===== config.mk =====
export PLATFORM = sky130hd
export DESIGN_NAME = load_store_unit
export DESIGN_NICKNAME = d
export VERILOG_FILES = /design/src/rtl/lsu_pkg.sv /design/src/rtl/lsu_extend.sv /design/src/rtl/load_store_unit.sv
export SDC_FILE = /design/constraint.sdc
export NUM_CORES = 1
export LEC_CHECK = 0
export BUFFER_PORTS_ARGS = -buffer_cell sky130_fd_sc_hd__buf_2
export CELL_PAD_IN_SITES_DETAIL_PLACEMENT = 0
export CELL_PAD_IN_SITES_GLOBAL_PLACEMENT = 1
export CORE_MARGIN = 3
export CORE_UTILIZATION = 46
export CTS_CLUSTER_SIZE = 28
export DETAILED_ROUTE_END_ITERATION = 6
export GPL_ROUTABILITY_DRIVEN = 0
export PLACE_DENSITY_LB_ADDON = 0.1
export SKIP_CTS_REPAIR_TIMING = 1
export SLEW_MARGIN = 20
export SYNTH_ARGS = -nofsm -noshare
export SYNTH_HDL_FRONTEND = slang
export SYNTH_HIERARCHICAL = 1
export SYNTH_SLANG_ARGS = --single-unit

===== constraint.sdc =====
create_clock -name clk -period 10.06 [get_ports clk]
set_input_delay 1.006 -clock clk [delete_from_list [all_inputs] [get_ports clk]]
set_output_delay 1.006 -clock clk [all_outputs]
set_load 0.05 [all_outputs]

===== src/rtl/lsu_pkg.sv =====
// Shared types and constants for the load/store unit and its helpers.
package lsu_pkg;

  localparam int DEF_MEM_ADDR_W = 9;
  localparam int DEF_MEM_BYTES  = 512;

  localparam logic [2:0] F3_B  = 3'b000;
  localparam logic [2:0] F3_H  = 3'b001;
  localparam logic [2:0] F3_W  = 3'b010;
  localparam logic [2:0] F3_BU = 3'b100;
  localparam logic [2:0] F3_HU = 3'b101;

  typedef enum logic [1:0] {IDLE, ACCESS, SPLIT, RESP} state_t;

  typedef struct packed {
    logic        load;
    logic        store;
    logic [2:0]  funct3;
    logic [31:0] wdata;
  } lsu_req_t;

  function automatic logic f3_legal(input logic is_load, input logic [2:0] f3);
    if (is_load) return (f3 == F3_B) || (f3 == F3_H) || (f3 == F3_W) ||
                        (f3 == F3_BU) || (f3 == F3_HU);
    return (f3 == F3_B) || (f3 == F3_H) || (f3 == F3_W);
  endfunction

endpackage


===== src/rtl/lsu_extend.sv =====
// Access size decode, alignment test and load-value extension; purely combinational,
// no latency, no flow control.
module lsu_extend
  import lsu_pkg::*;
(
  input  logic [2:0]  funct3,
  input  logic [1:0]  addr_lo,
  input  logic [31:0] raw,
  output logic [2:0]  size,
  output logic        aligned,
  output logic [31:0] ext_val
);

  always_comb begin
    size    = 3'd4;
    aligned = (addr_lo == 2'b00);
    case (funct3[1:0])
      2'b00: begin size = 3'd1; aligned = 1'b1;        end
      2'b01: begin size = 3'd2; aligned = ~addr_lo[0]; end
      default: ;
    endcase
  end

  always_comb begin
    case (funct3)
      F3_B:    ext_val = {{24{raw[7]}}, raw[7:0]};
      F3_BU:   ext_val = {24'b0, raw[7:0]};
      F3_H:    ext_val = {{16{raw[15]}}, raw[15:0]};
      F3_HU:   ext_val = {16'b0, raw[15:0]};
      default: ext_val = raw;
    endcase
  end

endmodule


===== src/rtl/load_store_unit.sv =====
// Data-memory initiator: one request in flight, misaligned accesses split into bytes.
// Latency accept->resp: fault 1, aligned 2, split half 3, split word 5; req_ready low while busy.
module load_store_unit
  import lsu_pkg::*;
#(
  parameter int MEM_ADDR_W = DEF_MEM_ADDR_W,
  parameter int MEM_BYTES  = DEF_MEM_BYTES
) (
  input  logic                  clk,
  input  logic                  rst,
  input  logic                  req_valid,
  output logic                  req_ready,
  input  logic                  req_load,
  input  logic                  req_store,
  input  logic [2:0]            req_funct3,
  input  logic [31:0]           req_addr,
  input  logic [31:0]           req_wdata,
  output logic                  resp_valid,
  output logic [31:0]           resp_rdata,
  output logic                  resp_fault,
  output logic                  mem_read,
  output logic                  mem_write,
  output logic [2:0]            mem_funct3,
  output logic [MEM_ADDR_W-1:0] mem_addr,
  output logic [31:0]           mem_wdata,
  input  logic [31:0]           mem_rdata
);

  state_t                state;
  lsu_req_t              cap;
  logic [MEM_ADDR_W-1:0] cap_addr;
  logic [1:0]            idx;
  logic [31:0]           asm_q;

  logic [2:0]  ext_f3;
  logic [1:0]  ext_lo;
  logic [2:0]  size;
  logic        aligned;
  logic [31:0] asm_next;
  logic [31:0] ext_val;
  logic [31:0] wdata_sh;
  logic [1:0]  last_idx;
  logic [32:0] end_addr;
  logic        fault;

  // The extender serves the fault/alignment check in IDLE and the split assembly afterwards.
  assign ext_f3 = (state == IDLE) ? req_funct3     : cap.funct3;
  assign ext_lo = (state == IDLE) ? req_addr[1:0]  : cap_addr[1:0];

  lsu_extend u_ext (
    .funct3  (ext_f3),
    .addr_lo (ext_lo),
    .raw     (asm_next),
    .size    (size),
    .aligned (aligned),
    .ext_val (ext_val)
  );

  assign asm_next = asm_q | ({24'b0, mem_rdata[7:0]} << {idx, 3'b000});
  assign wdata_sh = cap.wdata >> {idx, 3'b000};
  assign last_idx = 2'(size - 3'd1);
  assign end_addr = {1'b0, req_addr} + {30'b0, size} - 33'd1;

  assign fault = (req_load == req_store) ||
                 !f3_legal(req_load, req_funct3) ||
                 (|req_addr[31:MEM_ADDR_W]) ||
                 (end_addr > 33'(MEM_BYTES - 1));

  always_comb begin
    mem_read   = 1'b0;
    mem_write  = 1'b0;
    mem_funct3 = 3'b000;
    mem_addr   = '0;
    mem_wdata  = '0;
    case (state)
      ACCESS: begin
        mem_read   = cap.load;
        mem_write  = cap.store;
        mem_funct3 = cap.funct3;
        mem_addr   = cap_addr;
        mem_wdata  = cap.wdata;
      end
      SPLIT: begin
        mem_read   = cap.load;
        mem_write  = cap.store;
        mem_funct3 = cap.load ? F3_BU : F3_B;
        mem_addr   = cap_addr + MEM_ADDR_W'(idx);
        mem_wdata  = {24'b0, wdata_sh[7:0]};
      end
      default: ;
    endcase
  end

  always_ff @(posedge clk or posedge rst) begin
    if (rst) begin
      state      <= IDLE;
      req_ready  <= 1'b1;
      resp_valid <= 1'b0;
      resp_rdata <= '0;
      resp_fault <= 1'b0;
      cap        <= '0;
      cap_addr   <= '0;
      idx        <= '0;
      asm_q      <= '0;
    end else begin
      case (state)
        IDLE: begin
          if (req_valid && req_ready) begin
            cap       <= '{load: req_load, store: req_store, funct3: req_funct3, wdata: req_wdata};
            cap_addr  <= req_addr[MEM_ADDR_W-1:0];
            idx       <= '0;
            asm_q     <= '0;
            req_ready <= 1'b0;
            if (fault) begin
              state      <= RESP;
              resp_valid <= 1'b1;
              resp_fault <= 1'b1;
              resp_rdata <= '0;
            end else begin
              state <= aligned ? ACCESS : SPLIT;
            end
          end
        end
        ACCESS: begin
          state      <= RESP;
          resp_valid <= 1'b1;
          resp_fault <= 1'b0;
          resp_rdata <= cap.load ? mem_rdata : '0;
        end
        SPLIT: begin
          asm_q <= asm_next;
          idx   <= idx + 2'd1;
          if (idx == last_idx) begin
            state      <= RESP;
            resp_valid <= 1'b1;
            resp_fault <= 1'b0;
            resp_rdata <= cap.load ? ext_val : '0;
          end
        end
        RESP: begin
          state      <= IDLE;
          req_ready  <= 1'b1;
          resp_valid <= 1'b0;
          resp_fault <= 1'b0;
          resp_rdata <= '0;
        end
        default: state <= IDLE;
      endcase
    end
  end

endmodule


# [After elaboration in Yosys (flattened, before gate mapping)]
# Cells that the tools add are included.
[classes] addsub=5 magnitude_cmp=1 n_eq_ne=16 shift=2 n_mux=37 n_bitwise=2 reduce_logical=24
[op_table] cell="32-bit case mux with 4 select lines" n=2
[op_table] cell="32-bit two-way mux" n=6
[op_table] cell="32-bit case mux with 2 select lines" n=2
[op_table] cell="32-bit by 3-bit adder with 33-bit output" n=1
[op_table] cell="33-bit by 9-bit greater-than comparator with 1-bit output, second input constant" n=1
[op_table] cell="33-bit by 1-bit subtractor with 33-bit output, second input constant" n=1
[op_table] cell="32-bit OR" n=1
[op_table] cell="8-bit by 5-bit << shifter with 32-bit output" n=1
[op_table] cell="32-bit by 5-bit right shift with 8-bit output" n=1
[op_table] cell="23-bit OR reduction" n=1
[op_table] cell="9-bit case mux with 2 select lines" n=1
[op_table] cell="3-bit equality test, second input constant" n=4
[op_table] cell="2-bit two-way mux" n=6
[op_table] cell="3-bit case mux with 2 select lines" n=2
[op_table] cell="1-bit two-way mux" n=10
[op_table] cell="9-bit by 2-bit adder with 9-bit output" n=1
[op_table] cell="2-bit case mux with 4 select lines" n=1
[op_table] cell="2-bit AND reduction" n=4
[op_table] cell="1-bit logical OR" n=7
[op_table] cell="3-bit by 1-bit equality test with 1-bit output, second input constant" n=2
[op_table] cell="2-bit zero test" n=3
[op_table] cell="3-bit zero test" n=2
[op_table] cell="3-bit two-way mux" n=2
[op_table] cell="2-bit by 1-bit equality test with 1-bit output, second input constant" n=2
[op_table] cell="18 further kinds" n=23
[word_totals] ff_bits=117 in_bits=104 word_cells=99

# [Depth between registers and ports, before layout]
[depth] depth_word=14 mapped_depth=23

# [Hierarchy]
# Netlist, hierarchy kept.
[modules_own_cells] mod="load_store_unit" instances=1 cells_per_inst=945 area_per_inst_um2=8863.5 seq_area_each_um2=2929.1
[modules_own_cells] mod="lsu_extend" instances=1 cells_per_inst=72 area_per_inst_um2=370.4 seq_area_each_um2=0.0

# [Worst setup path after synthesis]
# Ideal clock, no wire load.
[synth_timing] path_kind="reg-to-reg" startpoint="register state[0]" endpoint="register resp_rdata[10]" setup_time_ns=0.125 arrival_ns=4.984 required_time_ns=9.935 path_slack_ns=4.951 stages_incl_launch_ff=23 path_buffers=3 path_cell_list="dfrtp_1 > inv_1 > ha_1 > clkbuf_1 > mux2_2 > buf_2 > nor2b_1 > inv_1 > ha_1 > inv_1 > ha_1 > fa_1 > a211oi_1 > o21a_1 > o21bai_1 > a41o_1 > a21o_1 > o221a_1 > or4_4 > nor2_2 > a21oi_2 > buf_6 > mux2_4"
[synth_via] elab_chain_len=10
[synth_rtl] item="start, declared" line="load_store_unit.sv:29" rtl="state_t state;"
[synth_rtl] item="start signal, assigned" line="load_store_unit.sv:120" rtl="state <= aligned ? ACCESS : SPLIT;"
[synth_rtl] item="2-bit zero test *" line="load_store_unit.sv:47" rtl="assign ext_f3 = (state == IDLE) ? req_funct3 : cap.funct3;"
[synth_rtl] item="3-bit two-way mux *" line="load_store_unit.sv:47"
[synth_rtl] item="named net ext_f3[1]" line="load_store_unit.sv:35" rtl="logic [2:0] ext_f3;"
[synth_rtl] item="2-bit by 1-bit equality test with 1-bit output / 2-bit zero test (equally long branches)" line="lsu_extend.sv:17" rtl="case (funct3[1:0])"
[synth_rtl] item="3-bit case mux with 2 select lines *" line="lsu_extend.sv:17"
[synth_rtl] item="named net size[1]" line="load_store_unit.sv:37" rtl="logic [2:0] size;"
[synth_rtl] item="32-bit by 3-bit adder with 33-bit output" line="load_store_unit.sv:62" rtl="assign end_addr = {1'b0, req_addr} + {30'b0, size} - 33'd1;"
[synth_rtl] item="33-bit by 1-bit subtractor with 33-bit output" line="load_store_unit.sv:62"
[synth_rtl] item="33-bit by 9-bit greater-than comparator with 1-bit output" line="load_store_unit.sv:67" rtl="(end_addr > 33'(MEM_BYTES - 1));"
[synth_rtl] item="1-bit logical OR" line="load_store_unit.sv:66" rtl="(|req_addr[31:MEM_ADDR_W]) ||"
[synth_rtl] item="2-bit inequality test (no line)"
[synth_rtl] item="3-bit AND reduction (no line) *"
[synth_rtl] item="end signal, assigned" line="load_store_unit.sv:128" rtl="resp_rdata <= cap.load ? mem_rdata : '0;"
[synth_rtl] item="end signal, assigned" line="load_store_unit.sv:137" rtl="resp_rdata <= cap.load ? ext_val : '0;"
[synth_rtl] item="end, declared" line="load_store_unit.sv:19" rtl="output logic [31:0] resp_rdata,"
# Mark *: on every way through the listed nets, which the timed path passes. The rest lies on a longest branch. The select of a mux whose other input is x is not followed.
# A chain may end at the register's enable or synchronous reset.

# [Worst setup path after layout]
[layout_timing] startpoint="register state[0]" endpoint="register resp_rdata[5]"
# The elaborated chain is that of the path after synthesis.

==> flow_metrics.py <==
metrics = {
    "status": {
        "status": "finished, final reports clean",
    },
    "cts": {
        "clock_sinks": 117,
        "h-tree-depth": 4,
        "cts_tree": "yes",
        "cts.path.max_buffers": 2,
        "clk_pin_slew_ps": 50,
        "insertion_delay_ps": 410,
        "root_buffer": "clkbuf_16",
        "numCtsBuffers": 17,
    },
    "drt": {
        "first_iter_violations": 470,
        "dr_total_vias": 8294,
        "drc_errors": 0,
        "ant_nets": 0,
        "dr.pass1.iters": 5,
        "detail_route.wl_per_cell_um": 18.78,
        "viasPerCell": 5.804,
        "totalWireLength_um": 26840,
    },
    "yosys": {
        "yosysSeqAreaShare_pct": 31.72,
        "netlist_area_um2": 9234,
        "synth_common_cells": "116 x dfrtp_1, 102 x nand2_1, 65 x o21ai_0",
        "ys_types": 87,
        "synthArstFlopShare_pct": 100.0,
        "yosysWarnings": 6,
        "synthTopCellsByArea": "dfrtp_1 31%, ha_1 7.0%, mux2_2 5.9%, mux2_4 4.7%, nand2_1 4.1%",
        "postSynthAreaPerCell_um2": 9.080,
        "syn_nets": 1175,
        "postSynthCellCount": 1017,
        "synth.most_common_cell": "dfrtp_1",
        "synthFlopType": "dfrtp_1",
        "yosysTopAreaCell": "dfrtp_1",
        "synth_edf_count": 0,
        "ys_ff_latch": 117,
        "synth_top_area_share_pct": 31.44,
    },
    "grt": {
        "grt_pass1_wl_um": 42620,
        "grt_pass1_vias": 8052,
        "grt_util_all_layers_pct": 24.27,
        "grt-ovfl-total": 0,
        "antenna_found_initial": 1,
        "grt_max_degree": 88,
    },
    "final_layout": {
        "fin_nets": 1310,
        "fin_area_um2": 10730,
        "drive_gt1_share_pct": 27.52,
        "fin_cells": 1429,
        "fin_util_pct": 54.75,
        "area_delta_synth_final_pct": 16.15,
    },
    "die": {
        "fp.dieArea_um2": 21810,
        "ios": 185,
        "num_rows": 51,
        "die_h_um": 147.7,
        "fp.dieW_um": 147.7,
        "core-area_um2": 19590,
        "initial_core_util_pct": 47.14,
    },
    "power_and_ir_drop": {
        "ir_drop_mv": 0.1480,
        "cellLeakagePower_nw": 5.503,
        "power_mw": 3.004,
        "pwr_density_cell_nw_per_um2": 280.1,
    },
    "setup_path": {
        "critPathRequiredTime_ps": 10350,
        "crit_type": "flip-flop to flip-flop",
        "slowest_stage": "mux2_2",
        "cp-start-kind": "flip-flop",
        "path_cells": "inv_1 -> ha_1 -> mux2_2 -> nor2b_1 -> inv_1 -> ha_1 -> inv_1 -> ha_1 -> fa_1 -> a211oi_1 -> o21a_1 -> o21bai_1 -> a41o_1 -> a21o_1 -> o221a_1 -> or4_4 -> nor2_2 -> a21oi_4 -> buf_4 -> mux2_4",
        "slowest_delay_ps": 610,
        "r2r_setup_slack_ps": 4230,
        "worst_ep_arrival_time_ps": 6120,
        "critPathMaxFanout": 34,
        "setup.worst_path.end_class": "flip-flop",
        "worstRegToRegCells": 20,
    },
    "sta": {
        "holdWs_ps": 504.4,
        "tightest_slew_ps": 1108,
        "setup_viol": 0,
        "layout_setup_ws_ps": 4234,
        "relSlewSlack_pct": 26.14,
        "worst_clock_skew_ps": 7.586,
        "period_needed_ps": 5826,
        "hold_viol": 0,
        "min_period_over_period_pct": 57.91,
        "fmax_ghz": 0.1717,
        "tns_ps": 0,
        "slew_viol_final": 0,
        "rsz0062_at_grt": "no",
    },
    "placement": {
        "pre_cts_ws_ps": 4290,
        "io_buffers": 184,
        "dp_hpwl_um": 20030,
        "place_inst": 1398,
        "dpl-instance-area_um2": 10190,
    },
    "min_path": {
        "whs_path_depth": 1,
        "worstHoldPathType": "flip-flop to flip-flop",
    },
    "job": {
        "drv_cap": 0,
    },
}
[worst max-delay path: cells and delay by family, from the launching register on]
family | cells | cell delay, ps
AOI/OAI and AO/OA | 7 | 1450
muxes | 2 | 990
DFF | 1 | 410
and+or+nand+nor | 3 | 960
adders and majority gates | 4 | 1330
buffers and inverters | 4 | 540
[layout by cell type (no fill, tap or decap), types with 4 or more instances in the layout]
master | netlist | final
a31oi_1 | 7 | 7
a21o_1 | 46 | 46
a21boi_0 | 34 | 34
nor2_1 | 46 | 46
nor2b_1 | 17 | 17
a211oi_1 | 5 | 5
nor4bb_1 | 4 | 4
buf_2 | 8 | 184
nand3_1 | 14 | 13
o21ai_0 | 65 | 65
nor4_1 | 10 | 10
nor3_1 | 9 | 9
ha_1 | 52 | 52
a2111oi_0 | 4 | 4
clkinv_2 | 0 | 5
a22oi_1 | 16 | 16
xor2_1 | 5 | 5
mux2_2 | 48 | 48
nand2b_1 | 13 | 13
o21bai_1 | 4 | 4
or3_1 | 8 | 8
clkinvlp_4 | 0 | 4
nand4_1 | 19 | 19
o21a_1 | 6 | 6
a22o_1 | 28 | 28
and3_1 | 32 | 32
mux2_4 | 29 | 29
o31ai_1 | 6 | 6
clkbuf_16 | 0 | 17
nand2_1 | 102 | 102
and2_1 | 12 | 12
a21oi_1 | 37 | 37
mux4_2 | 8 | 8
dfrtp_1 | 116 | 116
inv_1 | 59 | 58
o211ai_1 | 4 | 4
[routing by layer]
metal  vias to the layer above  global-route usage [%]  part of all wire (%)
li1                       3981                       -                     -
met1                      4044                   31.89                    44
met2                       232                   41.94                    49
met3                        37                   2.728                   4.3
met4                         0                   7.968                   2.3
met5                         -                       0                     0
[cells by family (layout without fill, tap and decap cells)]
group                    count (synthesis)  after routing  synth area share [%]
AO/OA/AOI/OAI                          303            303                 22.81
multiplexers                            89             89                 12.95
buffers and inverters                  130            276                 6.124
other                                    0              1                     0
AND/OR/NAND/NOR                        316            316                 18.16
adder cells (fa/ha/maj)                 54             54                 7.480
XOR/XNOR                                 8              8                0.7588
flip-flops                             117            117                 31.72
[path summary, 6_finish.rpt]
path,from,end
setup / recovery,state[0],resp_rdata[5]
hold / removal,resp_rdata[4],resp_rdata[4]
setup reg to reg,state[0],resp_rdata[5]
hold reg to reg,resp_rdata[4],resp_rdata[4]
max in group asynchronous,rst,cap[6]
min in group asynchronous,rst,asm_q[25]
[layout make-up]
cell class                 count  area (um2)
timing repair buffer         187       943.4
inverter                      59       224.0
clock inverter                10       85.08
sequential                   117        2929
multi-input combinational    770        5763
antenna                        1       2.502
tap                          265       331.6
clock buffer                  20       446.7
fill                        1866        8865
[power breakdown]
group | internal [mW] | switching, mW | total [mW]
clock network | 0.340 | 0.210 | 0.550
logic | 0.580 | 1.09 | 1.67
registers | 0.640 | 0.143 | 0.784
[registers in the layout (all words and copies together) (netlist names)]
signal and cells:
resp_valid 1, resp_rdata 32, cap 37, cap_addr 9, resp_fault 1, asm_q 32
state 2, req_ready 1, idx 2
(Power assumes the default switching activity.)
